`config.mk`:
```
export PLATFORM = sky130hd
export DESIGN_NAME = vga_ram_wr_arb
export DESIGN_NICKNAME = d
export VERILOG_FILES = /design/src/rtl/vga_ram_wr_arb.sv
export SDC_FILE = /design/constraint.sdc
export NUM_CORES = 1
export LEC_CHECK = 0
export CORE_AREA = 2 2 59 61
export DETAILED_ROUTE_END_ITERATION = 8
export DIE_AREA = 0 0 61 63
export PLACE_DENSITY = 0.8
export SLEW_MARGIN = 5
export SYNTH_ARGS = -nofsm -noshare
export SYNTH_HDL_FRONTEND = slang
export SYNTH_SLANG_ARGS = --single-unit
```
`constraint.sdc`:
```
create_clock -name clk -period 2.3 [get_ports clk]
set_clock_uncertainty 0.15 [all_clocks]
set_input_delay 0.69 -clock clk [delete_from_list [all_inputs] [get_ports clk]]
set_output_delay 0.69 -clock clk [all_outputs]
set_load 0.01 [all_outputs]
```
`src/rtl/vga_ram_wr_arb.sv`:
```
// vga_ram_wr_arb: single-port write arbiter for the VGA pixel RAM.
// A pixel-write requester (valid/ready) shares the RAM write port with a
// whole-RAM fill engine. The fill engine is compiled in only when the
// macro VGA_RAM_WR_ARB_FILL_EN is defined; otherwise fill_start/fill_color
// are ignored and the requester owns the port permanently.
module vga_ram_wr_arb #(
  parameter int DEPTH = 12288,
  parameter int AW    = 14,
  parameter int DW    = 12
) (
  input  logic          clk,
  input  logic          rst_n,
  input  logic          req_valid,
  output logic          req_ready,
  input  logic [AW-1:0] req_addr,
  input  logic [DW-1:0] req_data,
  input  logic          fill_start,
  input  logic [DW-1:0] fill_color,
  output logic          fill_busy,
  output logic          fill_done,
  output logic          ram_wen,
  output logic [AW-1:0] ram_waddr,
  output logic [DW-1:0] ram_wdata,
  output logic          err_oob
);

  // One extra bit so DEPTH itself is representable for the range check.
  localparam logic [AW:0]   DEPTH_W   = (AW+1)'(DEPTH);
  localparam logic [AW-1:0] LAST_ADDR = AW'(DEPTH - 1);

  logic          ready_en;
  logic          xfer;
  logic          addr_ok;
  logic          fill_wr;
  logic [AW-1:0] fill_addr;
  logic [DW-1:0] fill_data;

  assign xfer    = req_valid && req_ready;
  assign addr_ok = ({1'b0, req_addr} < DEPTH_W);

  // Keeps req_ready low during reset and raises it on the first edge after release.
  always_ff @(posedge clk or negedge rst_n) begin
    if (!rst_n) ready_en <= 1'b0;
    else        ready_en <= 1'b1;
  end

`ifdef VGA_RAM_WR_ARB_FILL_EN
  localparam logic [1:0] ST_IDLE = 2'd0;
  localparam logic [1:0] ST_FILL = 2'd1;
  localparam logic [1:0] ST_DONE = 2'd2;

  logic [1:0]    state;
  logic [AW-1:0] fill_cnt;
  logic [DW-1:0] fill_col;
  logic          done_q;

  // Fill sequencer: latch colour on start, walk 0..DEPTH-1, then one DONE cycle.
  always_ff @(posedge clk or negedge rst_n) begin
    if (!rst_n) begin
      state    <= ST_IDLE;
      fill_cnt <= '0;
      fill_col <= '0;
      done_q   <= 1'b0;
    end else begin
      done_q <= 1'b0;
      case (state)
        ST_IDLE: begin
          if (fill_start) begin
            state    <= ST_FILL;
            fill_cnt <= '0;
            fill_col <= fill_color;
          end
        end
        ST_FILL: begin
          if (fill_cnt == LAST_ADDR) state <= ST_DONE;
          else                       fill_cnt <= fill_cnt + 1'b1;
        end
        ST_DONE: begin
          state  <= ST_IDLE;
          done_q <= 1'b1;
        end
        default: state <= ST_IDLE;
      endcase
    end
  end

  assign req_ready = ready_en && (state == ST_IDLE);
  assign fill_busy = (state != ST_IDLE);
  assign fill_done = done_q;
  assign fill_wr   = (state == ST_FILL);
  assign fill_addr = fill_cnt;
  assign fill_data = fill_col;
`else
  logic unused_fill;

  assign unused_fill = ^{fill_start, fill_color};
  assign req_ready   = ready_en;
  assign fill_busy   = 1'b0;
  assign fill_done   = 1'b0;
  assign fill_wr     = 1'b0;
  assign fill_addr   = '0;
  assign fill_data   = '0;
`endif

  // Registered RAM port: fill writes win; otherwise an accepted request is
  // written one cycle later, or dropped with err_oob when out of range.
  always_ff @(posedge clk or negedge rst_n) begin
    if (!rst_n) begin
      ram_wen   <= 1'b0;
      ram_waddr <= '0;
      ram_wdata <= '0;
      err_oob   <= 1'b0;
    end else begin
      ram_wen <= 1'b0;
      err_oob <= 1'b0;
      if (fill_wr) begin
        ram_wen   <= 1'b1;
        ram_waddr <= fill_addr;
        ram_wdata <= fill_data;
      end else if (xfer) begin
        ram_wen   <= addr_ok;
        ram_waddr <= req_addr;
        ram_wdata <= req_data;
        err_oob   <= !addr_ok;
      end
    end
  end

endmodule

```
==> results of run 1 <==
==> power by group <==
group | switching [W] | total [W] | internal, W
sequential | 0.0000388 | 0.000618 | 0.000579
combinational | 0.000115 | 0.000357 | 0.000242
clock | 0.000155 | 0.000277 | 0.000122
total | 0.000309 | 0.00125 | 0.000943
==> cells by family after synthesis <==
kind of cell / synth area share, %
other: 0.650
muxes: 31.2
and+or+nand+nor: 1.62
AOI/OAI and AO/OA: 0.433
buffers and inverters: 3.25
DFF: 62.8
==> final cells by class <==
class	count	area [µm²]
fillers	282	1430
flip-flops and latches	29	726
repair buffers	58	578
multi-input cells	33	395
well taps	46	57.6
clock buffers	8	48.8
==> worst max-delay path by stage <==
stage	startpoint	endpoint	slack (ns)	cells after the start
floorplan	req_valid	ram_waddr[10]	0.75	3
global placement	req_valid	ram_waddr[13]	0.13	3
detailed placement	req_valid	ram_waddr[9]	0.08	3
CTS	req_ready	req_ready	0.15	1
global route	req_ready	req_ready	0.13	1
finish	req_ready	req_ready	0.18	1
==> state kept, by name (all words and copies together) (netlist names) <==
register   flops
ram_wdata     12
ram_wen        1
req_ready      1
err_oob        1
ram_waddr     14
==> synthesized netlist by cell type <==
cell type	instances
a21oi_1	1
buf_4	2
buf_6	2
conb_1	2
dfrtp_1	29
mux2_2	8
mux2_4	18
nand2_1	1
nand2_4	1
nor2_1	1
==> cells in the final DEF (no fill, tap or decap) <==
cell | Yosys | routed
buf_4 | 2 | 1
conb_1 | 2 | 3
clkbuf_1 | 0 | 3
dfrtp_1 | 29 | 29
mux2_2 | 8 | 8
nand2_1 | 1 | 1
nor2_1 | 1 | 1
a21oi_1 | 1 | 1
clkdlybuf4s50_1 | 0 | 57
nand2_4 | 1 | 1
mux2_4 | 18 | 18
clkbuf_4 | 0 | 5
==> metrics by stage <==
stage          cells  hold slack, ns  util, %  cell area [µm²]
2_1_floorplan     66           0.244        -             1160
3_3_place_gp     166           0.339     54.4             1760
3_5_place_dp     166           0.342     54.4             1760
4_1_cts          174           0.366     55.9             1810
5_1_grt          174           0.379     55.9             1810
6_report         174           0.363     55.9             1810
==> metal layers <==
layer  vias up  GRT usage (%)  part of all wire (%)
met5         -              0                     0
li1        342              -                     -
met1       367           15.7                    38
met2        35           24.7                    55
met3         5           4.14                   5.4
met4         0           7.34                   1.9
==> reports/qor.csv, run 1 <==
metric;value;unit
total CTS buffers;5;
Tcrit/Tclk final;92.0;%
Critical Path Fanout Max;2;
FF-to-FF setup slack;0.85;ns
DIE HEIGHT;63;µm
main area contributors after synthesis;dfrtp_1 (63%), mux2_4 (23%), mux2_2 (7.8%);
vias in the first global route;836;
total iterations of the first detailed-routing run;3;
vias per inst;4.30;
grt total ovfl;0;
cell family contributing the most delay on the critical path;buffers and inverters;
Starting Density;35.7;%
initial DRC count;18;
status;completed;
# hold bufs at CTS;0;
Worst path slowest cell;clkdlybuf4s50_1;
first-pass GRT wire length;3.95;mm
total chip power;0.00125;W
VDD IR max;433;µV
Crit Reg-Reg Startpoint;req_ready;
Setup CP Type;flip-flop to output port;
Lkg Pwr;0.813;nW
Cell Area, Synth;1150;µm²
Slew Limit Fails;0;
num rows;21;
WHS Path Cells;1;
Distinct cells, synth;10;
final worst setup slack;0.183;ns
Die ar.;3840;µm²
Final setup viols;0;
Max stage delay on crit path;0.56;ns
WL final;2.52;mm
Yosys top cell area share;62.8;%
layout cells sized above 1;25.8;%
Seq cells post-synth;29;
maximum root-to-sink buffer count;2;
Place WS;0.0821;ns
DR vias;749;
gr usage total;14.5;%
H-tree levels;2;
Resized cells post-CTS;0;
max_cap viols;0;
core area;3230;µm²
Worst Reg-to-Reg Cells;2;
clk slew on worst S/H paths;0.08;ns
TNS Setup;0;ns
area growth from synthesis to layout;56.3;%
CTS tree;built;
WP data required;1.46;ns
drc violations;0;
worst hold endpoint;ram_wdata[2];
largest net degree at the start of global routing;30;
crit-path cells;clkdlybuf4s50_1;
clock latency on the worst-skew pair;0.31;ns
Post-CTS Setup Bufs;0;
f_max;472;MHz
worst hold start;ram_wdata[2];
clock sink count;29;
Arr. time, crit path;1.28;ns
Bufs and invs on worst path;1;
HP Class;flip-flop to flip-flop;
cells after synthesis;65;
I/O pin count;73;
initial antenna violation count;0;
fin nets;169;
WL/cell;14.5;µm
PD cells;693;nW/µm²
sequential area share after synthesis;62.8;%
Tmin final;2.12;ns
count of input and output buffers;57;
YS warnings;0;
Startpoint Class;flip-flop;
leading area contributor after synthesis;dfrtp_1;
Detail Route Antenna Nets;0;
Critical Path End Type;output port;
Worst R2R End;ram_wdata[11];
Final Hold Vio Count;0;
Mean Syn Cell Area;17.8;µm²
RSZ-0062 raised after global routing;false;
Die X;61;µm
n_diodes;0;
post-DP HPWL;1.84;mm
GPL Wtd Cong;0.693;
CTS root buffer;clkbuf_4;
Power figures use the tool's default switching activity.
==> run 2: changes to the inputs <==
--- a/config.mk
+++ b/config.mk
@@ -8,8 +8,9 @@
 export CORE_AREA = 2 2 59 61
 export DETAILED_ROUTE_END_ITERATION = 8
 export DIE_AREA = 0 0 61 63
+export GPL_TIMING_DRIVEN = 0
 export PLACE_DENSITY = 0.8
-export SLEW_MARGIN = 5
+export SLEW_MARGIN = 15
 export SYNTH_ARGS = -nofsm -noshare
 export SYNTH_HDL_FRONTEND = slang
 export SYNTH_SLANG_ARGS = --single-unit
==> constraint.sdc (replaced) <==
create_clock -name clk -period 2.56 [get_ports clk]
set_clock_uncertainty 0.15 [all_clocks]
set_input_delay 0.768 -clock clk [delete_from_list [all_inputs] [get_ports clk]]
set_output_delay 0.768 -clock clk [all_outputs]
set_load 0.01 [all_outputs]
==> reports/qor.csv, run 2 (synthesized netlist as in run 1, its figures left out) <==
metric;value;unit;change
status;completed;;
Largest register FFs;14;;unchanged
VDD IR max;367;µV;-15%
Setup CP Type;flip-flop to output port;;
Arr. time, crit path;1.26;ns;-0.02 ns
initial antenna violation count;0;;unchanged
gr usage total;14.0;%;-0.51 points
layout cells sized above 1;29.8;%;+4.0 points
total chip power;0.00126;W;+0.49%
Starting Density;35.7;%;unchanged
vias per inst;4.27;;-0.91%
Die ar.;3840;µm²;unchanged
Reg with most FFs;ram_waddr;;
# hold bufs at CTS;0;;unchanged
CTS root buffer;clkbuf_4;;
clock sink count;29;;unchanged
DR vias;755;;+0.80%
max_cap viols;0;;unchanged
fin nets;172;;+1.8%
n_diodes;0;;unchanged
GPL Wtd Cong;0.699;;+0.84%
total CTS buffers;5;;unchanged
maximum root-to-sink buffer count;2;;unchanged
I/O pin count;73;;unchanged
Startpoint Class;flip-flop;;
PD cells;674;nW/µm²;-2.8%
CTS tree;built;;
Die X;61;µm;unchanged
Crit Reg-Reg Startpoint;req_ready;;
total iterations of the first detailed-routing run;4;;+1
DIE HEIGHT;63;µm;unchanged
Regs by FF count;ram_waddr: 14 flops, ram_wdata: 12 flops;;
Slew Limit Fails;0;;unchanged
Resized cells post-CTS;0;;unchanged
Post-CTS Setup Bufs;0;;unchanged
clock latency on the worst-skew pair;0.31;ns;about the same
placed cells;169;;+1.8%
commonest cells after routing, fill and taps aside;clkdlybuf4s50_1 (56), dfrtp_1 (29), mux2_4 (18), mux2_2 (8), clkbuf_4 (5);;
cell family contributing the most delay on the critical path;buffers and inverters;;
Bufs and invs on worst path;1;;unchanged
TNS Setup;0;ns;unchanged
core area;3230;µm²;unchanged
first-pass GRT wire length;3.85;mm;-2.6%
Worst-Margin Slew;0.627;ns;
Slew HR;58.2;%;
largest net degree at the start of global routing;30;;unchanged
Worst path slowest cell;clkdlybuf4s50_1;;
RSZ-0062 raised after global routing;false;;
Critical Path Fanout Max;2;;unchanged
Place WS;0.373;ns;+0.290 ns
WP data required;1.64;ns;+0.18 ns
WL final;2.43;mm;-3.8%
crit-path cells;clkdlybuf4s50_1;;
HP Class;primary input to async pin;;
area growth from synthesis to layout;61.6;%;
final worst setup slack;0.378;ns;+0.195 ns
drc violations;0;;unchanged
Max stage delay on crit path;0.56;ns;about the same
Layout Cells excl Fill;177;;+1.7%
post-DP HPWL;1.86;mm;+1.4%
Tmin final;2.18;ns;
Tcrit/Tclk final;85.2;%;
count of input and output buffers;57;;unchanged
WL/cell;13.7;µm;-5.4%
num rows;21;;unchanged
worst setup path start;req_ready;;
f_max;458;MHz;
clk slew on worst S/H paths;0.09;ns;about the same
Detail Route Antenna Nets;0;;unchanged
Final setup viols;0;;unchanged
initial DRC count;22;;+4
vias in the first global route;826;;-1.2%
commonest non-fill, non-tap cell in the layout;clkdlybuf4s50_1;;
grt total ovfl;0;;unchanged
Lkg Pwr;0.850;nW;+4.6%
H-tree levels;2;;unchanged
Critical Path End Type;output port;;
Final Hold Vio Count;0;;unchanged
==> run 2: cell count changes in the layout (fill, tap and decap cells not counted) <==
cell,change
buf_4,+1
clkbuf_1,-2
buf_2,+1
buf_6,+2
clkdlybuf4s50_1,-1
bufinv_16,+1
clkbuf_8,+1
==> run 2: worst paths after layout <==
kind	slack, ns	end	depth (start not counted)
max in group asynchronous	1.54	req_ready	1
hold / removal	0.31	ram_wdata[5]	1
min in group clk	0.36	ram_waddr[13]	1
setup reg to reg	1.22	ram_waddr[10]	3
hold reg to reg	0.36	ram_waddr[13]	1
setup / recovery	0.38	req_ready	1
==> run 2: per-stage QoR <==
step                instance area [µm²]  util (%)  hold WS, ns
floorplan                          1160         -        0.322
global placement                   1790      55.3        0.339
detailed placement                 1780      55.1        0.344
CTS                                1870      57.8        0.319
global route                       1870      57.8        0.329
finish                             1870      57.8        0.306
==> run 2: layer usage <==
metal / vias up / share of wire (%) / global-route usage (%)
met5: - / 0 / 0
met3: 3 / 7.4 / 7.04
li1: 345 / - / -
met2: 33 / 55 / 24.5
met1: 374 / 37 / 14.1
met4: 0 / 0.87 / 4.08
==> run 2: cell type report <==
type                    instances  area (µm²)
plain buffers                   4        37.5
clock buffers                   7        55.1
clock inverters                 1        30.0
fillers                       269        1370
multi-input cells              33         395
flip-flops and latches         29         726
well taps                      46        57.6
repair buffers                 57         566
==> run 2: where the power goes <==
part	internal (W)	switching (W)	leakage [nW]
clock	0.000233	0.000147	0.0455
sequential	0.000521	0.0000357	0.344
combinational	0.000220	0.000101	0.461
